--- src/rtl/if_id_fetch_queue_if.sv ---
// Handshake bundle between fetch, instruction memory, decode and the IF/ID queue.
// The master side drives requests and control. The slave side is the queue itself.
interface if_id_fetch_queue_if #(
  parameter int XLEN = 32
);
  logic            stall;
  logic            flush;
  logic            req_valid;
  logic [XLEN-1:0] req_pc;
  logic [31:0]     rsp_instr;
  logic            full;
  logic            valid_out;
  logic [XLEN-1:0] pc_out;
  logic [31:0]     instr_out;

  modport master (
    output stall, flush, req_valid, req_pc, rsp_instr,
    input  full, valid_out, pc_out, instr_out
  );

  modport slave (
    input  stall, flush, req_valid, req_pc, rsp_instr,
    output full, valid_out, pc_out, instr_out
  );
endinterface

--- src/rtl/if_id_fetch_queue.sv ---
// IF/ID boundary: tracks fixed-latency fetches, pairs each returned word with its PC,
// and skids returns into a small FIFO while decode stalls. Fetch is throttled by credits.
module if_id_fetch_queue #(
  parameter int          XLEN    = 32,
  parameter int          DEPTH   = 2,
  parameter int          MEM_LAT = 1,
  parameter logic [31:0] NOP     = 32'h0000_0013
) (
  input logic                clk,
  input logic                rst,
  if_id_fetch_queue_if.slave bus
);

  localparam int AW = (DEPTH > 1) ? $clog2(DEPTH) : 1;
  localparam int CW = $clog2(DEPTH + 1);
  localparam int OW = $clog2(DEPTH + MEM_LAT + 1);

  logic [MEM_LAT-1:0] r_dl_valid;
  logic [XLEN-1:0]    r_dl_pc [MEM_LAT];

  logic [XLEN-1:0]    r_fifo_pc    [DEPTH];
  logic [31:0]        r_fifo_instr [DEPTH];
  logic [AW-1:0]      r_wr_ptr;
  logic [AW-1:0]      r_rd_ptr;
  logic [CW-1:0]      r_count;

  logic               r_valid_out;
  logic [XLEN-1:0]    r_pc_out;
  logic [31:0]        r_instr_out;

  logic [OW-1:0]      w_dl_cnt;
  logic [OW-1:0]      w_occ;
  logic               w_full;
  logic               w_accept;
  logic               w_arrival;
  logic [XLEN-1:0]    w_arr_pc;
  logic               w_fifo_empty;
  logic               w_pop;
  logic               w_bypass;
  logic               w_push;
  logic               w_nxt_valid;
  logic [XLEN-1:0]    w_nxt_pc;
  logic [31:0]        w_nxt_instr;

  // Credit count: everything already issued that has not yet reached the output register
  always_comb begin
    w_dl_cnt = '0;
    for (int i = 0; i < MEM_LAT; i++) begin
      w_dl_cnt = w_dl_cnt + OW'(r_dl_valid[i]);
    end
    w_occ  = OW'(r_count) + w_dl_cnt;
    w_full = (w_occ >= OW'(DEPTH));
  end

  assign w_accept     = bus.req_valid & ~w_full & ~bus.flush;
  assign w_arrival    = r_dl_valid[MEM_LAT-1];
  assign w_arr_pc     = r_dl_pc[MEM_LAT-1];
  assign w_fifo_empty = (r_count == CW'(0));
  assign w_pop        = ~bus.stall & ~w_fifo_empty;
  assign w_bypass     = ~bus.stall & w_fifo_empty & w_arrival;
  assign w_push       = w_arrival & (bus.stall | ~w_fifo_empty);

  // Request delay line mirroring the memory pipeline
  always_ff @(posedge clk or posedge rst) begin
    if (rst) begin
      r_dl_valid <= '0;
      for (int i = 0; i < MEM_LAT; i++) begin
        r_dl_pc[i] <= '0;
      end
    end else if (bus.flush) begin
      r_dl_valid <= '0;
    end else begin
      r_dl_valid[0] <= w_accept;
      r_dl_pc[0]    <= bus.req_pc;
      for (int i = 1; i < MEM_LAT; i++) begin
        r_dl_valid[i] <= r_dl_valid[i-1];
        r_dl_pc[i]    <= r_dl_pc[i-1];
      end
    end
  end

  // Skid FIFO storage
  always_ff @(posedge clk or posedge rst) begin
    if (rst) begin
      for (int i = 0; i < DEPTH; i++) begin
        r_fifo_pc[i]    <= '0;
        r_fifo_instr[i] <= 32'h0000_0000;
      end
    end else if (w_push && !bus.flush) begin
      r_fifo_pc[r_wr_ptr]    <= w_arr_pc;
      r_fifo_instr[r_wr_ptr] <= bus.rsp_instr;
    end
  end

  // FIFO pointers and count; power-of-two depth lets the pointers wrap naturally
  always_ff @(posedge clk or posedge rst) begin
    if (rst) begin
      r_wr_ptr <= '0;
      r_rd_ptr <= '0;
      r_count  <= '0;
    end else if (bus.flush) begin
      r_wr_ptr <= '0;
      r_rd_ptr <= '0;
      r_count  <= '0;
    end else begin
      if (w_push) begin
        r_wr_ptr <= r_wr_ptr + AW'(1);
      end
      if (w_pop) begin
        r_rd_ptr <= r_rd_ptr + AW'(1);
      end
      case ({w_push, w_pop})
        2'b10:   r_count <= r_count + CW'(1);
        2'b01:   r_count <= r_count - CW'(1);
        default: r_count <= r_count;
      endcase
    end
  end

  // Next output: FIFO head has priority over a fresh arrival so order is kept
  always_comb begin
    w_nxt_valid = r_valid_out;
    w_nxt_pc    = r_pc_out;
    w_nxt_instr = r_instr_out;
    if (bus.flush) begin
      w_nxt_valid = 1'b0;
      w_nxt_pc    = '0;
      w_nxt_instr = NOP;
    end else if (bus.stall) begin
      w_nxt_valid = r_valid_out;
      w_nxt_pc    = r_pc_out;
      w_nxt_instr = r_instr_out;
    end else if (w_pop) begin
      w_nxt_valid = 1'b1;
      w_nxt_pc    = r_fifo_pc[r_rd_ptr];
      w_nxt_instr = r_fifo_instr[r_rd_ptr];
    end else if (w_bypass) begin
      w_nxt_valid = 1'b1;
      w_nxt_pc    = w_arr_pc;
      w_nxt_instr = bus.rsp_instr;
    end else begin
      w_nxt_valid = 1'b0;
      w_nxt_pc    = '0;
      w_nxt_instr = NOP;
    end
  end

  // Output register toward decode
  always_ff @(posedge clk or posedge rst) begin
    if (rst) begin
      r_valid_out <= 1'b0;
      r_pc_out    <= '0;
      r_instr_out <= NOP;
    end else begin
      r_valid_out <= w_nxt_valid;
      r_pc_out    <= w_nxt_pc;
      r_instr_out <= w_nxt_instr;
    end
  end

  assign bus.full      = w_full;
  assign bus.valid_out = r_valid_out;
  assign bus.pc_out    = r_pc_out;
  assign bus.instr_out = r_instr_out;

endmodule

--- src/flat_wrapper.sv ---
// flat-port wrapper written by rule: the top's interface ports become plain ports
module if_id_fetch_queue_flat 
#(
  parameter int          XLEN    = 32,
  parameter int          DEPTH   = 2,
  parameter int          MEM_LAT = 1,
  parameter logic [31:0] NOP     = 32'h0000_0013
)
  (clk, rst, bus_stall, bus_flush, bus_req_valid, bus_req_pc, bus_rsp_instr, bus_full, bus_valid_out, bus_pc_out, bus_instr_out);
  if_id_fetch_queue_if #(.XLEN(XLEN)) bus_i ();
  input logic clk;
  input logic rst;
  input wire logic [$bits(bus_i.stall)-1:0] bus_stall;
  input wire logic [$bits(bus_i.flush)-1:0] bus_flush;
  input wire logic [$bits(bus_i.req_valid)-1:0] bus_req_valid;
  input wire logic [$bits(bus_i.req_pc)-1:0] bus_req_pc;
  input wire logic [$bits(bus_i.rsp_instr)-1:0] bus_rsp_instr;
  output wire logic [$bits(bus_i.full)-1:0] bus_full;
  output wire logic [$bits(bus_i.valid_out)-1:0] bus_valid_out;
  output wire logic [$bits(bus_i.pc_out)-1:0] bus_pc_out;
  output wire logic [$bits(bus_i.instr_out)-1:0] bus_instr_out;
  assign bus_i.stall = bus_stall;
  assign bus_i.flush = bus_flush;
  assign bus_i.req_valid = bus_req_valid;
  assign bus_i.req_pc = bus_req_pc;
  assign bus_i.rsp_instr = bus_rsp_instr;
  assign bus_full = bus_i.full;
  assign bus_valid_out = bus_i.valid_out;
  assign bus_pc_out = bus_i.pc_out;
  assign bus_instr_out = bus_i.instr_out;
  if_id_fetch_queue #(.XLEN(XLEN), .DEPTH(DEPTH), .MEM_LAT(MEM_LAT), .NOP(NOP)) u_core (.clk(clk), .rst(rst), .bus(bus_i));
endmodule
--- config.mk ---
export PLATFORM = sky130hd
export DESIGN_NAME = if_id_fetch_queue_flat
export DESIGN_NICKNAME = d
export VERILOG_FILES = /design/src/rtl/if_id_fetch_queue_if.sv /design/src/rtl/if_id_fetch_queue.sv /design/src/flat_wrapper.sv
export SDC_FILE = /design/constraint.sdc
export NUM_CORES = 1
export LEC_CHECK = 0
export ABC_AREA = 0
export BUFFER_PORTS_ARGS = -buffer_cell sky130_fd_sc_hd__buf_2
export CAP_MARGIN = 20
export CORE_AREA = 3 3 133 135
export CTS_BUF_LIST = sky130_fd_sc_hd__clkbuf_8
export CTS_CLUSTER_SIZE = 30
export DETAILED_ROUTE_END_ITERATION = 8
export DIE_AREA = 0 0 136 138
export PLACE_DENSITY_LB_ADDON = 0.08
export SETUP_SLACK_MARGIN = 0.02
export SYNTH_ARGS = -nofsm -noshare
export SYNTH_HDL_FRONTEND = slang
export SYNTH_SLANG_ARGS = --single-unit
--- constraint.sdc ---
create_clock -name clk -period 23 [get_ports clk]
set_input_delay 4.6 -clock clk [delete_from_list [all_inputs] [get_ports clk]]
set_output_delay 4.6 -clock clk [all_outputs]
set_load 0.02 [all_outputs]
-- After elaboration in Yosys (flattened, before gate mapping)
Cells that the tools add are included.
Widths: inputs -> output; s select.
- register bits: 230
- input bits: 69
- output and inout port bits: 66
- logic and storage cells: 73
- add/subtract/negate cells: 5
- order comparisons: 4
- eq/ne operators: 3
- muxes and demuxes: 29
- bitwise logic cells: 13
- reductions and logical operators: 7
- operators with widths (cell ; number):
    $mux 32 ; 15
    $bwmux 64 ; 2
    $demux 32 s1 ; 1
    $mux 1 ; 9
    $and 1x1->1 ; 6
    $ge 2x2->1 const B ; 3
    $not 1->1 ; 4
    $not 1->2 ; 2
    $pmux 2 s2 ; 1
    $reduce_bool 2->1 ; 2
    $reduce_bool 3->1 ; 1
    $add 1x1->1 const B ; 2
    $add 2x1->2 ; 1
    $add 2x1->2 const B ; 1
    $eq 2x1->1 const B ; 1
    $eq 2x2->1 const B ; 1
    $logic_and 1x1->1 ; 2
    $logic_not 2->1 ; 1
    $lt 2x1->1 const B ; 1
    $mux 2 ; 1
    $ne 2x1->1 const B ; 1
    $sub 2x1->2 const B ; 1
    $logic_not 1->1 ; 1
    $or 1x1->1 ; 1

-- Depth between registers and ports, before layout
- depth in word-level cells: 7
- mapped depth: 6
- gate-level depth less buffers: 3

-- Worst setup path before layout
No wires, ideal clock.
- kind: in2reg
- from: input port bus_stall
- to: register u_core.r_fifo_instr[33] (netlist bit)
- setup time: 0.125 ns
- data arrival time: 5.765 ns
- data required time: 22.875 ns
- path slack: 17.110 ns
- cell stages on the path: 6
- path buffers: 3
- cells stage by stage: buf_2 -> nor3_2 -> or3_1 -> buf_6 -> buf_6 -> mux2_4
- cells in the longest elaborated chain, start to end: 3
- RTL lines (what ; RTL line ; source):
    from (decl) ; flat_wrapper.sv:13 ; input wire logic [$bits(bus_i.stall)-1:0] bus_stall;
    $or 1x1->1 ; if_id_fetch_queue.sv:61 ; assign w_push = w_arrival & (bus.stall | ~w_fifo_empty);
    $and 1x1->1 ; if_id_fetch_queue.sv:61 ;
    $logic_and 1x1->1 ; if_id_fetch_queue.sv:89 ; end else if (w_push && !bus.flush) begin
    to (signal, indexed assignment) ; if_id_fetch_queue.sv:91 ; r_fifo_instr[r_wr_ptr] <= bus.rsp_instr;
    to (decl) ; if_id_fetch_queue.sv:22 ; logic [31:0] r_fifo_instr [DEPTH];
No other way between the ends.
A chain may end at the register's enable or synchronous reset.

-- Worst setup path after layout
- from: input port bus_flush
- to: register u_core.r_fifo_pc[40] (netlist bit)
- cells in the longest elaborated chain, start to end: 2
- RTL lines (what ; RTL line ; source):
    from (decl) ; flat_wrapper.sv:14 ; input wire logic [$bits(bus_i.flush)-1:0] bus_flush;
    $logic_not 1->1 ; if_id_fetch_queue.sv:89 ;
    $logic_and 1x1->1 ; if_id_fetch_queue.sv:89 ;
    to (signal, indexed assignment) ; if_id_fetch_queue.sv:90 ; r_fifo_pc[r_wr_ptr] <= w_arr_pc;
    to (decl) ; if_id_fetch_queue.sv:21 ; logic [XLEN-1:0] r_fifo_pc [DEPTH];
No other way between the ends.

==> key figures <==
Status
  – Outcome: completed

Floorplan
  – Die Footprint: 0.01877 mm^2
  – Die X: between 100 and 150 um
  – Initial Util: 0.5945
  – Core area: 0.01658 mm^2
  – Die Ht: 138 um
  – Io pins: between 100 and 150
  – Std cell rows: between 40 and 50

CTS
  – Cts bufs inserted: 39
  – Root Buffer: clkbuf_8
  – Clock Tree Buf Depth: 3
  – Worst-Skew Late Latency: 0.53 ns
  – CTS tree: built
  – Hold_buf cts: 0
  – H-tree Lvls: 2
  – Post-cts resize count: 0
  – Setup Buffers After CTS: 0
  – Worst-path clk slew: ~0.060 ns
  – CTS sink cnt: 230

Flow run
  – Max cap viols: 0

Setup path
  – CP endpoint kind: flop
  – Crit path to: u_core.r_fifo_pc[40]
  – Crit path DAT: 7.03 ns
  – Reg2Reg Launch Point: u_core.r_count[0]
  – Worst EP required: 23.39 ns
  – Crit Path Class: in2reg
  – Critical Path Start: bus_flush
  – Register-to-register setup slack: 20.40 ns
  – CP startpoint kind: primary input
  – Crit path max fanout: 42
  – Worst R2R Path Depth: 4
  – R2R Path End: u_core.r_fifo_pc[40]

Yosys
  – Top cell type's share of synthesized area: 0.5761
  – Post-synth design cell area: 0.009859 mm^2
  – Post-synth top flop: dfrtp_1
  – Ys async rst share: 1.000
  – Syn. warnings: 0
  – Synth Register Bits: 230
  – Mapped Cells: 721
  – Post-synth net total: 790
  – Most frequent cell after synthesis: dfrtp_1
  – Sequential element share of the synthesized area: 0.5841
  – Top cells by area, synth: dfrtp_1, mux2_2, mux2_4
  – Largest area contributor in the synthesized netlist: dfrtp_1
  – EDFF count, synth: 0
  – Commonest cells in the netlist: dfrtp_1, mux2_2, nand2_1, inv_1
  – Synth unique cells: 31
  – Syn avg cell area: 13.67 um^2

Cells and area
  – Share of layout cells above drive strength 1: 0.4212
  – Multi-input gate area: roughly 0.0036 mm^2
  – Diode count: 0
  – Synthesis-to-layout area growth: 16.35%
  – Nets: slightly above 900
  – Register Area: ~0.0058 mm^2
  – Fillers: 1249

Route
  – # DRC: 0
  – DR iter-0 viols: roughly 350
  – Via/cell ratio: 5.651
  – Via count: around 6300
  – First-pass DRT Iterations: 4
  – Antenna-violating nets left: 0
  – WL per Instance: about 19 um
  – Routed Wire Length: 21370 um

STA
  – Hold_ws: 0.4788 ns
  – Total negative slack: 0 ns
  – Min Tclk post-route: 6.635 ns
  – Post-route clock period utilization: 0.2885
  – Max-slew headroom: 0.3653
  – Final Hold Vio Count: 0
  – Final Skew: 0.01609 ns
  – FMAX: approximately 0.15 GHz
  – RSZ-0062 raised after global routing: no
  – Slew @ Worst Pin: 0.9520 ns
  – # setup viols final: 0
  – Slew Limit Fails: 0

Power and ir drop
  – PwrDens: between 80 and 90 mW/mm^2
  – Highest ir drop seen on vdd: 0.05251 mV
  – Leak: around 5.8 nW

Global route
  – Largest net degree at the start of global routing: 142
  – Vias in the first global route: approximately 6800
  – Global Route Usage Sum: 0.2349
  – Antenna violations before repair: 0
  – First-pass GRT wire length: 35520 um
  – Global route overflow: 0

Placement
  – Port buffer count: ~130
  – DP HPWL: 12740 um
  – Global placement routability congestion: about 0.72

Min path
  – Hold Crit Start: u_core.bus.instr_out[23]
  – Hold Crit Class: reg2reg
[where the power goes]
part | leakage (nW) | internal [mW] | switching, mW
registers | 2.95 | 0.469 | 0.0403
logic | 2.35 | 0.0860 | 0.0610
clock network | 0.468 | 0.201 | 0.158
[per-layer routing]
layer	vias up	track usage	wire (um)
li1	2819	-	-
met5	-	0	0
met4	0	0.06950	420
met2	174	0.3737	10380
met1	3229	0.3317	9396
met3	39	0.04542	1170
[cells by family (layout without fill, tap and decap cells)]
kind of cell	Yosys count	in the layout	synth area share
DFF	230	230	0.5841
muxes	224	224	0.2668
buffers and inverters	111	278	0.04860
and+or+nand+nor	83	83	0.03642
AOI/OAI and AO/OA	71	71	0.06231
xor gates and xnor gates	2	2	0.001777
[state kept, by name, indices dropped and copies added (netlist names), 2 cells and up]
signal / flops
u_core.bus.instr_out: 32
u_core.bus.pc_out: 32
u_core.r_count: 2
u_core.r_dl_pc: 32
u_core.r_fifo_instr: 64
u_core.r_fifo_pc: 64
[worst max-delay path, cell delays in order]
cell      delay [ns]
buf_2           0.07
buf_4           0.48
nand2b_1        0.22
or3_4           0.57
buf_4           0.62
mux2_2          0.41
[cell type report]
type / instances / area share
tap: 220 / 0.02400
inverter: 63 / 0.02127
sequential: 230 / 0.5024
timing repair buffer: 145 / 0.06675
multi-input combinational: 380 / 0.3172
clock inverter: 18 / 0.005999
clock buffer: 52 / 0.06239
[placed cells by master (no fill, tap or decap)]
cell and n:
dfrtp_1 226, mux2i_1 61, nor4_1 1, mux2_4 49, nor2b_1 2, nor3_2 1
o21a_1 1, or2_2 1, nor3b_2 1, o22ai_1 1, clkbuf_8 52, buf_12 1
nand3b_1 1, dfrtp_4 1, buf_4 10, o221ai_1 61, xnor2_1 1, nor3b_1 1
or3_4 1, and2_1 1, inv_8 1, nand2_1 64, buf_2 134, nor3_1 2
clkinv_2 1, dfstp_2 3, nor2_1 2, o221a_2 3, o21bai_1 1, nand2b_1 4
nor2b_4 1, inv_1 79, a211oi_1 2, mux2_2 114, o21ai_0 2, xor2_1 1
[worst min path at each step]
stage / endpoint / slack (ns) / cells after the start
after global routing: u_core.bus.pc_out[12] / 0.50 / 2
after global placement: u_core.bus.instr_out[6] / 0.46 / 2
final: u_core.bus.instr_out[23] / 0.48 / 2
after floorplan: u_core.r_fifo_instr[0] / 0.47 / 1
after CTS: u_core.bus.instr_out[23] / 0.48 / 2
after detailed placement: u_core.bus.instr_out[23] / 0.47 / 2
[through the flow]
step	power, mW	util	instance area (um^2)	setup WS (ns)	instances
2_1_floorplan	0.6192	-	9859	12.10	721
3_3_place_gp	0.6496	0.6432	10670	15.87	1037
3_5_place_dp	0.6630	0.6432	10670	15.82	1037
4_1_cts	1.025	0.6905	11450	16.39	1107
5_1_grt	1.068	0.6917	11470	16.27	1108
6_report	1.015	0.6917	11470	16.36	1108
Power figures use the tool's default switching activity.
